<file path="src/rtl/delta_spike_encoder_mc.sv">
// Multi-channel delta-modulation spike encoder: one channel per cycle updates its baseline and
// posts UP/DOWN spikes into per-channel pending slots drained by a registered round-robin arbiter.
module delta_spike_encoder_mc #(
    parameter int unsigned          N_CH      = 4,
    parameter int unsigned          DATA_W    = 16,
    parameter logic [DATA_W-1:0]    INIT_BASE = '0,
    localparam int unsigned         CH_W      = (N_CH > 1) ? $clog2(N_CH) : 1
) (
    input  logic                     clk_i,
    input  logic                     rst_ni,
    input  logic                     en_i,
    input  logic                     clr_i,
    input  logic [DATA_W-1:0]        delta_i,
    input  logic [N_CH*DATA_W-1:0]   sample_i,
    input  logic                     sample_valid_i,
    output logic                     sample_ready_o,
    output logic                     evt_valid_o,
    input  logic                     evt_ready_i,
    output logic [CH_W-1:0]          evt_ch_o,
    output logic                     evt_pol_o,
    output logic                     ovf_o,
    output logic                     busy_o
);

    localparam logic [0:0]       StIdle  = 1'b0;
    localparam logic [0:0]       StProc  = 1'b1;
    localparam int unsigned      IDXW    = CH_W + 1;
    localparam logic [CH_W-1:0]  LAST_CH = CH_W'(N_CH - 1);

    logic [0:0]        state_q, state_d;
    logic [CH_W-1:0]   ch_q, ch_d;
    logic [DATA_W-1:0] smp_q [N_CH];
    logic [DATA_W-1:0] smp_d [N_CH];
    logic [DATA_W-1:0] base_q [N_CH];
    logic [DATA_W-1:0] base_d [N_CH];
    logic [DATA_W-1:0] dlt_q, dlt_d;
    logic [N_CH-1:0]   init_q, init_d, pend_q, pend_d, pol_q, pol_d;
    logic              ovf_q, ovf_d;
    logic [CH_W-1:0]   rr_q, rr_d, och_q, och_d;
    logic              ov_q, ov_d, opol_q, opol_d;
    logic              run_q;

    logic [DATA_W-1:0] x, b;
    logic [DATA_W:0]   sum;
    logic              spike, spike_up, found;
    logic [IDXW-1:0]   idx_w;
    logic [CH_W-1:0]   idx;

    assign sample_ready_o = run_q & (state_q == StIdle) & en_i & ~clr_i;
    assign evt_valid_o    = ov_q;
    assign evt_ch_o       = och_q;
    assign evt_pol_o      = opol_q;
    assign ovf_o          = ovf_q;
    assign busy_o         = (state_q == StProc);

    always_comb begin
        state_d  = state_q;
        ch_d     = ch_q;
        smp_d    = smp_q;
        dlt_d    = dlt_q;
        base_d   = base_q;
        init_d   = init_q;
        pend_d   = pend_q;
        pol_d    = pol_q;
        ovf_d    = ovf_q;
        rr_d     = rr_q;
        ov_d     = ov_q;
        och_d    = och_q;
        opol_d   = opol_q;
        x        = smp_q[ch_q];
        b        = base_q[ch_q];
        sum      = {1'b0, b} + {1'b0, dlt_q};
        spike    = 1'b0;
        spike_up = 1'b0;
        found    = 1'b0;
        idx_w    = '0;
        idx      = '0;

        // Retire the displayed event first so a same-cycle spike on that channel can refill it.
        if (ov_q && evt_ready_i) begin
            pend_d[och_q] = 1'b0;
            rr_d          = (och_q == LAST_CH) ? '0 : och_q + 1'b1;
        end

        case (state_q)
            StIdle: begin
                if (sample_valid_i && sample_ready_o) begin
                    for (int k = 0; k < N_CH; k++) begin
                        smp_d[k] = sample_i[k*DATA_W +: DATA_W];
                    end
                    dlt_d   = delta_i;
                    ch_d    = '0;
                    state_d = StProc;
                end
            end
            StProc: begin
                if (!init_q[ch_q]) begin
                    base_d[ch_q] = x;
                    init_d[ch_q] = 1'b1;
                end else if (dlt_q == '0) begin
                    base_d[ch_q] = x;
                end else if (!sum[DATA_W] && ({1'b0, x} >= sum)) begin
                    spike        = 1'b1;
                    spike_up     = 1'b1;
                    base_d[ch_q] = sum[DATA_W-1:0];
                end else if ((b >= dlt_q) && (x <= b - dlt_q)) begin
                    spike        = 1'b1;
                    base_d[ch_q] = b - dlt_q;
                end
                if (spike) begin
                    if (!pend_d[ch_q]) begin
                        pend_d[ch_q] = 1'b1;
                        pol_d[ch_q]  = spike_up;
                    end else begin
                        ovf_d = 1'b1;
                    end
                end
                if (ch_q == LAST_CH) begin
                    state_d = StIdle;
                end else begin
                    ch_d = ch_q + 1'b1;
                end
            end
            default: state_d = StIdle;
        endcase

        // Output register holds while stalled; otherwise pick next pending at/after rr.
        if (!(ov_q && !evt_ready_i)) begin
            for (int unsigned i = 0; i < N_CH; i++) begin
                idx_w = {1'b0, rr_d} + IDXW'(i);
                if (idx_w >= IDXW'(N_CH)) begin
                    idx_w = idx_w - IDXW'(N_CH);
                end
                idx = idx_w[CH_W-1:0];
                if (!found && pend_d[idx]) begin
                    found  = 1'b1;
                    och_d  = idx;
                    opol_d = pol_d[idx];
                end
            end
            ov_d = found;
        end

        if (clr_i) begin
            state_d = StIdle;
            pend_d  = '0;
            init_d  = '0;
            ovf_d   = 1'b0;
            ov_d    = 1'b0;
            for (int k = 0; k < N_CH; k++) begin
                base_d[k] = INIT_BASE;
            end
        end
    end

    always_ff @(posedge clk_i or negedge rst_ni) begin
        if (!rst_ni) begin
            state_q <= StIdle;
            ch_q    <= '0;
            dlt_q   <= '0;
            init_q  <= '0;
            pend_q  <= '0;
            pol_q   <= '0;
            ovf_q   <= 1'b0;
            rr_q    <= '0;
            ov_q    <= 1'b0;
            och_q   <= '0;
            opol_q  <= 1'b0;
            for (int k = 0; k < N_CH; k++) begin
                smp_q[k]  <= '0;
                base_q[k] <= INIT_BASE;
            end
        end else begin
            state_q <= state_d;
            ch_q    <= ch_d;
            dlt_q   <= dlt_d;
            init_q  <= init_d;
            pend_q  <= pend_d;
            pol_q   <= pol_d;
            ovf_q   <= ovf_d;
            rr_q    <= rr_d;
            ov_q    <= ov_d;
            och_q   <= och_d;
            opol_q  <= opol_d;
            smp_q   <= smp_d;
            base_q  <= base_d;
        end
    end

    // Keeps sample_ready_o low until the first edge after reset release.
    always_ff @(posedge clk_i or negedge rst_ni) begin
        if (!rst_ni) begin
            run_q <= 1'b0;
        end else begin
            run_q <= 1'b1;
        end
    end

endmodule

</file>
<file path="config.mk">
export PLATFORM = sky130hd
export DESIGN_NAME = delta_spike_encoder_mc
export DESIGN_NICKNAME = d
export VERILOG_FILES = /design/src/rtl/delta_spike_encoder_mc.sv
export SDC_FILE = /design/constraint.sdc
export NUM_CORES = 1
export LEC_CHECK = 0
export CAP_MARGIN = 20
export CORE_MARGIN = 2
export CORE_UTILIZATION = 50
export DETAILED_ROUTE_END_ITERATION = 10
export PLACE_DENSITY_LB_ADDON = 0.08
export SLEW_MARGIN = 20
export SYNTH_ARGS = -nofsm -noshare
export SYNTH_HDL_FRONTEND = slang
export SYNTH_SLANG_ARGS = --single-unit
</file>
<file path="constraint.sdc">
create_clock -name clk_i -period 11.9 [get_ports clk_i]
set_input_delay 1.785 -clock clk_i [delete_from_list [all_inputs] [get_ports clk_i]]
set_output_delay 1.785 -clock clk_i [all_outputs]
set_load 0.05 [all_outputs]
</file>
==> summary.md <==
| Metric | Value |
|---|---|
| Status | completed |
| Final #Nets | 1275 |
| Clock buffer depth | 2 |
| Final count of hold timing violations | 0 |
| Core ar. | 0.0218 mm2 |
| Post-synth EDFFs | 0 |
| Fin crit period | 8.09 ns |
| Die X | 152 um |
| Drt first pass iters | 5 |
| GRT Residual Overflow | 0 |
| Final Max Slew Viols | 0 |
| Worst Setup End Kind | flip-flop |
| Row cnt | 54 |
| Layout Cells excl Fill | 1406 |
| HP Class | reg -> reg |
| Top_reg_cell synth | dfrtp_1 |
| Largest area contributor in the netlist | dfrtp_1 |
| Lkg Pwr | 0.00545 uW |
| Global-route wire length before repair | 45.9 mm |
| Clk pin slew, worst setup/hold paths | 0.07 ns |
| Worst relative slew slack | 35.8% |
| Vias/cell | 5.98 |
| Delay of the slowest critical-path stage | 0.72 ns |
| Clock Sinks | 167 |
| Final-report setup violation count | 0 |
| Register area share after synthesis | 37.9% |
| Pin count of the biggest net entering global routing | 96 |
| Vias in the first global route | 8322 |
| Post-synthesis instance total | 1052 |
| Total GRT Usage | 24.8% |
| Layout area overhead | 15.4% |
| Final WL | 28.2 mm |
| Sw Ratio | 45.6% |
| Switching power | 1660 uW |
| Flop pwr share | 23.0% |
| Slew @ Worst Pin | 0.936 ns |
| Initial antenna violation count | 0 |
| RSZ-0062 raised after global routing | false |
| H-tree Lvls | 4 |
| Root cell of the clock tree | clkbuf_16 |
| Placer Congestion | 0.942 |
| Most frequent CP cell | o21ai_0 |
| Detailed Place HPWL | 20.2 mm |
| DIE HEIGHT | 152 um |
| Maximum VDD drop | 0.000212 V |
| Fmax achieved | 124 MHz |
| CTS tree | built |
| WP data required | 12.28 ns |
| Hold path start | evt_pol_o |
| Mapped Avg Cell Area | 10.5 um2 |
| FF-to-FF path depth | 25 |
| Post-CTS Setup Inserts | 0 |
| Leading cell type in the layout, fill and taps excluded | dfrtp_1 |
| Synth unique cells | 76 |
| Worst R2R End | base_q[62] |
| CP Data Arrival Time | 8.47 ns |
| Post-CTS sizing | 0 |
| Pwr dens | 286 mW/mm2 |
| Synth Warn # | 0 |
| Placed Cells | 1374 |
| Reg2Reg Setup Slack | 3.81 ns |
| Post-CTS Hold Fix Bufs | 0 |
| Top Ports | 93 |
| Worst Clk Skew | 0.0127 ns |
| FFs w/ async S/R, synth | 100% |
| DRC viols | 0 |
| Syn Std Cell Area | 0.0110 mm2 |
| Synth Net Count | 1214 |
| Final Cycle Share | 68.0% |
| Reg-to-reg startpoint | ch_q[0] |
| Total power | 3640 uW |
| Design area | 0.0127 mm2 |
| Clock Latency Late Sink | 0.44 ns |
| Setup TNS Final | 0 ns |
| Flops & latches, synth | 167 |
| Initial Util | 50.6% |
| CP max-delay cell | dfrtp_2 |
| CTS Buf Count | 17 |
| Hold Path Stages | 2 |
| P_int | 1980 uW |
| Synth top area cells | dfrtp_1, mux2_2, ha_1 |
| Routed via count | 8408 |
| Die area | 0.0232 mm2 |
| Most frequent cells in the layout | dfrtp_1, mux2_2, clkdlybuf4s50_1, o21ai_0, ha_1 |
| DRT antenna net count | 0 |
| DRT iter0 DRCs | 457 |
| N_diodes | 0 |
| Max-Cap Viols | 0 |
| Crit Path Class | reg -> reg |
| Routed length per placed instance | 20.0 um |
| # port buffers | 92 |
| Worst-path fanout max | 37 |
| Layout cells sized above 1 | 18.7% |
| Crit start category | flip-flop |
| Post-synth top area share | 37.9% |
| Fin Hold WS | 0.490 ns |
| Hold EP | evt_pol_o |
| Part of the power in the clock network | 15.3% |
| Placed instance area | 0.0121 mm2 |
| Fillers | 1869 |
| Combinational Power Share | 61.8% |
==> worst max path at each step <==
stage | start | to | slack [ns] | cells past startpoint
after floorplan | ch_q[0] | evt_pol_o | 5.23 | 29
after global placement | ch_q[0] | base_q[30] | 4.03 | 25
after detailed placement | ch_q[0] | base_q[62] | 3.89 | 25
after CTS | ch_q[0] | base_q[62] | 3.85 | 25
after global routing | ch_q[0] | base_q[30] | 3.12 | 25
final | ch_q[0] | base_q[62] | 3.81 | 25
==> power groups by stage <==
stage | combinational, uW | clock, uW | sequential, uW
after floorplan | 1710 | 0 | 796
after global placement | 2200 | 0 | 841
after detailed placement | 2230 | 0 | 844
after CTS | 2240 | 567 | 834
after global routing | 2500 | 591 | 855
final | 2250 | 556 | 835
==> cell type report <==
type                            instances  area (um2)  area share (%)
Inverter                               60         225            1.77
Clock inverter                         14         151            1.19
Sequential cell                       167        4180            32.9
Multi-Input combinational cell        763        6370            50.1
Tap cell                              280         350            2.75
Clock buffer                           18         429            3.37
Timing Repair Buffer                  104        1010            7.95
==> worst max-delay path: cells and delay by family (launching register included) <==
family | cells | cell delay, ns
AOI/OAI and AO/OA | 14 | 3.38
and+or+nand+nor | 5 | 1.73
adders and majority gates | 3 | 0.94
DFF | 1 | 0.72
muxes | 1 | 0.60
buffers and inverters | 1 | 0.54
xor gates and xnor gates | 1 | 0.08
==> routing by layer <==
metal	wire length, um	up-vias	GRT usage (%)
met5	0	-	0
met4	473	0	6.61
met3	1480	30	3.53
met2	12300	250	37.3
met1	13900	4161	37.9
li1	-	3967	-
==> through the flow <==
stage / worst slack [ns] / utilization, %
finish: 3.81 / 58.5
global route: 3.12 / 58.5
CTS: 3.85 / 58.4
detailed placement: 3.89 / 55.8
global placement: 4.03 / 55.8
floorplan: 5.23 / -
==> sequential cells by signal (all words and copies together) (netlist names), 4 cells and up <==
register,cells
base_q,64
dlt_q,16
init_q,4
pend_q,4
pol_q,4
smp_q,64
==> cells in the mapped netlist, drive strengths merged, types with 3 or more instances <==
master and number:
a211o 3, a211oi 6, a21bo 8, a21o 10, a21oi 52, a221o 13
a221oi 3, a22o 6, a31o 4, a31oi 7, and2 8, buf 24
clkbuf 38, dfrtp 167, ha 74, inv 60, mux2 101, mux2i 34
mux4 33, nand2 65, nand2b 14, nand3 13, nand4 7, nor2 62
nor2b 11, nor3 18, nor3b 12, nor4 11, o2111ai 3, o211ai 11
o21a 5, o21ai 79, o21bai 9, o22ai 12, o311ai 3, o31ai 4
xnor2 24, xor2 5
==> logic make-up (layout without fill, tap and decap cells) <==
family / after synthesis / count (layout) / share of synthesized area, %
AO/OA/AOI/OAI: 256 / 256 / 15.9
XOR/XNOR: 29 / 29 / 2.31
adder cells (fa/ha/maj): 76 / 76 / 8.77
buffers and inverters: 122 / 196 / 4.42
flip-flops: 167 / 167 / 37.9
multiplexers: 168 / 168 / 20.2
other: 1 / 1 / 0.0340
AND/OR/NAND/NOR: 233 / 233 / 10.5
Power figures use the tool's default switching activity.
